--- config.mk ---
export PLATFORM = sky130hd
export DESIGN_NAME = cga_vram_sequencer
export DESIGN_NICKNAME = d
export VERILOG_FILES = /design/src/rtl/cga_vram_sequencer.sv
export SDC_FILE = /design/constraint.sdc
export NUM_CORES = 1
export LEC_CHECK = 0
export ABC_CLOCK_PERIOD_IN_PS = 3400
export BUFFER_PORTS_ARGS = -buffer_cell sky130_fd_sc_hd__buf_2
export CORE_UTILIZATION = 31
export DETAILED_ROUTE_END_ITERATION = 7
export PLACE_DENSITY = 0.66
export SLEW_MARGIN = 10
export SYNTH_ARGS = -nofsm -noshare
export SYNTH_HDL_FRONTEND = slang
export SYNTH_SLANG_ARGS = --single-unit
export TNS_END_PERCENT = 30
--- constraint.sdc ---
create_clock -name clk -period 3.4 [get_ports clk]
set_clock_uncertainty 0.2 [all_clocks]
set_input_delay 0.34 -clock clk [delete_from_list [all_inputs] [get_ports clk]]
set_output_delay 0.34 -clock clk [all_outputs]
set_load 0.01 [all_outputs]
--- src/rtl/cga_vram_sequencer.sv ---
// CGA character-clock sequencer: phase counter, display fetch strobes, CRTC clock
// enable, and a VRAM arbiter that gives CPU accesses every cycle not used by a display slot.
module cga_vram_sequencer (
  input  logic        clk,
  input  logic        reset_n,
  input  logic        hres_mode,
  input  logic        grph_mode,
  input  logic [12:0] disp_addr,
  input  logic [4:0]  row_addr,
  input  logic [7:0]  vram_data,
  output logic [4:0]  clk_seq,
  output logic        crtc_clk,
  output logic        vram_read_char,
  output logic        vram_read_att,
  output logic        charrom_read,
  output logic        disp_pipeline,
  output logic [13:0] vram_addr,
  output logic        vram_we,
  output logic [7:0]  vram_wdata,
  input  logic        cpu_req,
  input  logic        cpu_we,
  input  logic [13:0] cpu_addr,
  input  logic [7:0]  cpu_wdata,
  output logic [7:0]  cpu_rdata,
  output logic        cpu_ack,
  output logic        cpu_wait
);

  typedef enum logic [1:0] {
    CPU_IDLE,
    CPU_DATA,
    CPU_RELEASE
  } cpu_state_t;

  cpu_state_t  state;
  cpu_state_t  state_next;
  logic        hres_eff;
  logic        hres_next;
  logic [4:0]  seq_next;
  logic [4:0]  ph_next;
  logic        disp_slot;
  logic [13:0] disp_vaddr;
  logic        cpu_issue;
  logic        cpu_capture;

  // Every registered output is decoded from the phase of the cycle it will be
  // visible in, so the counter value and its strobes line up on the same clk.
  always_comb begin
    seq_next   = clk_seq + 5'd1;
    hres_next  = (clk_seq == 5'd31) ? hres_mode : hres_eff;
    ph_next    = hres_next ? {1'b0, seq_next[3:0]} : seq_next;
    disp_slot  = (ph_next == 5'd0) || (ph_next == 5'd1);
    disp_vaddr = grph_mode ? {row_addr[0], disp_addr[11:0], ph_next[0]}
                           : {disp_addr, ph_next[0]};
  end

  // NOTE: every signal written in always_comb gets a default first, so no path
  // through the case statement can leave it unassigned and infer a latch.
  always_comb begin
    state_next  = state;
    cpu_issue   = 1'b0;
    cpu_capture = 1'b0;
    case (state)
      CPU_IDLE: begin
        if (cpu_req && !disp_slot) begin
          cpu_issue  = 1'b1;
          state_next = CPU_DATA;
        end
      end
      CPU_DATA: begin
        cpu_capture = 1'b1;
        state_next  = CPU_RELEASE;
      end
      CPU_RELEASE: begin
        if (!cpu_req) state_next = CPU_IDLE;
      end
      default: state_next = CPU_IDLE;
    endcase
  end

  // NOTE: sequential state uses non-blocking assignments so every register
  // samples pre-edge values regardless of statement order.
  always_ff @(posedge clk or negedge reset_n) begin
    if (!reset_n) begin
      state          <= CPU_IDLE;
      clk_seq        <= 5'd0;
      hres_eff       <= 1'b0;
      crtc_clk       <= 1'b0;
      vram_read_char <= 1'b0;
      vram_read_att  <= 1'b0;
      charrom_read   <= 1'b0;
      disp_pipeline  <= 1'b0;
      vram_addr      <= 14'd0;
      vram_we        <= 1'b0;
      vram_wdata     <= 8'd0;
      cpu_rdata      <= 8'd0;
      cpu_ack        <= 1'b0;
    end else begin
      state          <= state_next;
      clk_seq        <= seq_next;
      hres_eff       <= hres_next;
      vram_read_char <= (ph_next == 5'd1);
      vram_read_att  <= (ph_next == 5'd2);
      charrom_read   <= (ph_next == 5'd3);
      disp_pipeline  <= (ph_next == 5'd3);
      crtc_clk       <= (ph_next[3:0] == 4'hF) && (hres_next || ph_next[4]);
      vram_we        <= cpu_issue && cpu_we;
      cpu_ack        <= cpu_capture;

      if (disp_slot) begin
        vram_addr <= disp_vaddr;
      end else if (cpu_issue) begin
        vram_addr  <= cpu_addr;
        vram_wdata <= cpu_wdata;
      end

      // vram_we is still high during the data cycle of a write, so reads alone update rdata.
      if (cpu_capture && !vram_we) cpu_rdata <= vram_data;
    end
  end

  assign cpu_wait = cpu_req & ~cpu_ack;

endmodule

### Yosys cells after proc, flatten, opt, wreduce, memory -nomap -nowiden

Index checks and enable logic that the tools add are counted.

| operators by class | value |
|---|---|
| add/subtract/negate cells | 1 |
| equality and inequality tests | 9 |
| multiplexer cells | 11 |
| bitwise logic cells | 3 |
| reductions and logical operators | 13 |

Operators by type and width:

| kind | count |
|---|---|
| $mux 14 | 3 |
| $eq 5x2->1 const B | 2 |
| $pmux 2 s3 | 1 |
| $add 5x1->5 const B | 1 |
| $eq 5x1->1 const B | 1 |
| $eq 5x5->1 const B | 1 |
| $logic_not 5->1 | 1 |
| $mux 5 | 1 |
| $eq 4x4->1 const B | 1 |
| $logic_and 1x1->1 | 4 |
| $mux 1 | 4 |
| $mux 2 | 2 |
| $ne 2x2->1 const B | 2 |
| $reduce_and 2->1 | 2 |
| $eq 2x1->1 const B | 1 |
| $eq 2x2->1 const B | 1 |
| $logic_not 1->1 | 2 |
| $logic_not 2->1 | 1 |
| $logic_or 1x1->1 | 2 |
| $not 1->1 | 2 |
| $reduce_bool 2->1 | 1 |
| $and 1x1->1 | 1 |

| word-level totals | value |
|---|---|
| register bits after elaboration | 44 |
| word-level logic and storage cells | 49 |

### Logic depth before layout (Yosys ltp)

| logic depth | value |
|---|---|
| depth after elaboration | 11 |
| gate-level depth with buffers | 8 |

### Worst setup path after synthesis

Ideal clock, no wire load.

| timing | value |
|---|---|
| kind | register to register |
| start point | reg clk_seq[0] |
| end point | reg vram_wdata[0] |
| setup time | 0.125 ns |
| arrival | 2.242 ns |
| required time | 3.075 ns |
| path slack | 0.833 ns |
| cell stages (with the launch flop) | 8 |
| cells stage by stage | dfrtp_1 > ha_1 > and3_1 > ha_1 > mux2_2 > or2_4 > a31oi_4 > mux2_2 |

| on the way | value |
|---|---|
| cells in the longest elaborated chain, start to end | 10 |
| elaborated cells between the ends (all ways) | 13 |
| those cells by class | add/sub (1); eq/ne (2); mux (4); bitwise (1); reduce/logical (5) |

Ends and longest elaborated chain:

| element | line | source |
|---|---|---|
| start: declaration | 11 | `output logic [4:0] clk_seq,` |
| start signal: assignment | 100 | `clk_seq <= seq_next;` |
| $eq 5x5->1 (*) | 50 | `hres_next = (clk_seq == 5'd31) ? hres_mode : hres_eff;` |
| $mux 1 (*) | 50 |  |
| net hres_next | 38 | `logic hres_next;` |
| $mux 5 (*) | 51 | `ph_next = hres_next ? {1'b0, seq_next[3:0]} : seq_next;` |
| $eq 5x1->1 / $logic_not 5->1 (equally long branches) | 52 | `disp_slot = (ph_next == 5'd0) \|\| (ph_next == 5'd1);` |
| $logic_or 1x1->1 (*) | 52 |  |
| $logic_not 1->1 | 65 | `if (cpu_req && !disp_slot) begin` |
| $logic_and 1x1->1 | 65 |  |
| $mux 1 | 65 |  |
| $mux 1 | 63 | `case (state)` |
| $reduce_and 2->1 (no line) (*) | n/a |  |
| end signal: assignment | 114 | `vram_wdata <= cpu_wdata;` |
| end: declaration | 19 | `output logic [7:0] vram_wdata,` |

Mark *: on every way through the listed nets, which the timed path passes. The rest lies on a longest branch.
A chain may end at the register's enable or synchronous reset.

### Worst setup path after layout

| timing | value |
|---|---|
| start point | reg clk_seq[0] |
| end point | reg vram_wdata[2] |

Same word-level chain as after synthesis.

==> impl_metrics.tcl <==
set metrics [dict create \
    antenna_found_initial 0 \
    routed_wl_um 3780 \
    syn-cell-area_sq_mm 0.00198 \
    cts_setup_buffers 0 \
    die_w_um 82.0 \
    wl_per_cell_um 12.6 \
    setup_viol 0 \
    regToRegSetupSlack_ns 0.68 \
    cts.sinks 44 \
    hpwl_um 2810 \
    layout-drive-gt1-share_pct 65.0 \
    slew_violations 0 \
    worstPathArrival_ns 2.70 \
    port_buffers 92 \
    dieArea_sq_mm 0.00673 \
    postCtsResizedCells 0 \
    ys_ff_latch 44 \
    yosys.area.top_type "dfrtp_1" \
    maxCapViolCount 0 \
    fmax_mhz 367 \
    syn_nets 189 \
    initial_core_util_pct 32.7 \
    worstSetupPathType "register to register" \
    overflow 0 \
    ys_seq_area_share_pct 55.5 \
    crit_fanout 10 \
    route.vias.total 1347 \
    antenna_cells 0 \
    hold_path_class "primary input to async pin" \
    fin_hold_ws_ns 0.000344 \
    first_pass_iters 4 \
    fin_nets 285 \
    critPathMaxStageDelay_ns 0.49 \
    met1_length_um 1670 \
    clk_latency_ns 0.30 \
    grt_pass1_vias 1289 \
    yosysUniqueCellTypes 32 \
    ant_nets 0 \
    r2r_end "vram_wdata[2]" \
    cts_hold_buffers 0 \
    power_mw 1.58 \
    top_layer "met4" \
    synth_warnings 0 \
    numCtsBuffers 5 \
    power.density_mw_per_mm2 607 \
    die_h_um 82.0 \
    worstPathRequired_ns 3.38 \
    rr_worst_depth 7 \
    start_kind "register" \
    areaGrowthSynthToFinish_pct 31.0 \
    endpoint_kind "register" \
    hold_viol 0 \
    grt_max_degree 45 \
    synth_area_leaders "dfrtp_1, mux2_2, mux2_4" \
    ios 97 \
    coreArea_sq_mm 0.00606 \
    critical_path.slowest_cell "dfrtp_1" \
    cts-htree-levels 2 \
    critical_path.cell_chain "ha_1, and3_1, ha_1, mux2_2, or2_4, a31oi_4, mux2_2" \
    synth_top_cell_area_share_pct 55.5 \
    cts_root_buf "clkbuf_8" \
    clock_path_buffers 2 \
    grt_pass1_wl_um 5820 \
    std_cell_rows 28 \
    rsz0062_at_grt "no" \
    period_share_pct 80.1 \
    finalCriticalPeriod_ns 2.72 \
    route.met3.wl_um 357 \
    avgSynthCellArea_sq_um 15.3 \
    status "finished clean" \
    cellLeakagePower_nw 1.34 \
    fin_tns_setup_ns 0 \
    drt_iter0_markers 21 \
    cts_tree "done" \
    drc 0 \
    clk_pin_slew_ns 0.08 \
    route.met2.wl_um 1700 \
    max-slew-margin-rel_pct 34.9 \
    worstMarginPinSlew_ns 0.976 \
    rr_startpoint "clk_seq[0]" \
    gp_congestion 0.770 \
    grt_usage_pct 11.8 \
    vias_per_cell 4.48 \
    synth_cells 130 \
    ir_worst_vdd_v 0.000262 \
]
## state kept, by name (all words and copies together) (netlist names)
name / cells
vram_wdata: 8
vram_read_att: 1
vram_addr: 14
vram_read_char: 1
crtc_clk: 1
vram_we: 1
clk_seq: 5
disp_pipeline: 1
hres_eff: 1
cpu_rdata: 8
state: 2
cpu_ack: 1
## per-layer routing
layer / vias to the layer above / global-route usage [%]
li1: 646 / -
met1: 634 / 13.6
met2: 61 / 19.0
met3: 6 / 5.44
met4: 0 / 4.21
met5: - / 0
## cells by family after synthesis
kind of cell / after synthesis / synth area share (%)
AOI/OAI and AO/OA: 5 / 3.22
xor gates and xnor gates: 2 / 0.883
adders and majority gates: 5 / 3.15
buffers and inverters: 8 / 2.14
DFF: 44 / 55.5
muxes: 46 / 27.3
and+or+nand+nor: 20 / 7.82
## stage by stage
stage / instance area, sq um / cells / setup WS [ns] / util [%]
after floorplan: 1980 / 130 / 0.833 / -
after global placement: 2520 / 294 / 0.674 / 41.6
after detailed placement: 2520 / 294 / 0.655 / 41.6
after CTS: 2600 / 301 / 0.645 / 42.9
after global routing: 2600 / 301 / 0.477 / 42.9
final: 2600 / 301 / 0.678 / 42.9
## power by group
part | internal (mW) | leakage [nW] | total [mW] | switching, mW
sequential | 0.671 | 0.529 | 0.735 | 0.0634
clock | 0.139 | 0.0400 | 0.308 | 0.169
combinational | 0.308 | 0.770 | 0.535 | 0.227
total | 1.12 | 1.34 | 1.58 | 0.459
## cells in the final DEF, fill, tap and decap left out, drive strengths merged, types with 2 or more instances in the layout
cell type | Yosys | layout
nor3 | 2 | 2
nand2 | 2 | 2
inv | 4 | 4
buf | 3 | 93
and2 | 4 | 4
nand3 | 2 | 2
clkbuf | 1 | 5
nor2b | 3 | 3
dfrtp | 44 | 44
mux2 | 41 | 41
ha | 5 | 5
mux2i | 5 | 5
## synthesized netlist by cell type
cell	number
a21boi_1	1
nor3_1	2
nand3_1	1
xnor2_1	1
nor2b_1	3
and3b_1	1
o2111a_1	1
xor2_1	1
or2_4	1
or4b_4	1
o21ai_4	1
nand2_1	1
dfrtp_1	44
and3_1	1
mux2i_1	5
mux2_4	8
inv_1	4
clkbuf_1	1
nand2_4	1
ha_1	5
nand2b_1	1
nand3b_1	1
nor3b_2	1
buf_2	1
buf_6	1
nand3_4	1
mux2_2	32
buf_4	1
a31oi_4	1
mux2_1	1
and2_1	4
o21a_1	1
## worst max-delay path by stage
stage / startpoint / end / cells past startpoint
after floorplan: clk_seq[0] / vram_wdata[0] / 7
after global placement: clk_seq[0] / vram_wdata[6] / 7
after detailed placement: clk_seq[0] / vram_wdata[6] / 7
after CTS: clk_seq[0] / vram_wdata[2] / 7
after global routing: clk_seq[0] / vram_wdata[4] / 7
final: clk_seq[0] / vram_wdata[2] / 7
## layout make-up
cell class,instances,area (sq um)
fill,588,3460
sequential,44,1100
multi-input combinational,78,841
timing repair buffer,93,468
tap,75,93.8
clock buffer,5,68.8
inverter,4,15.0
clock inverter,2,12.5
## worst max-delay path: cells and delay by family, from the launching register on
| kind | cells | cell delay [ns] |
|---|---|---|
| muxes | 2 | 0.73 |
| AOI/OAI and AO/OA | 1 | 0.31 |
| DFF | 1 | 0.49 |
| and+or+nand+nor | 2 | 0.45 |
| adders and majority gates | 2 | 0.44 |
Note: power is estimated with default switching activity, not from simulation.
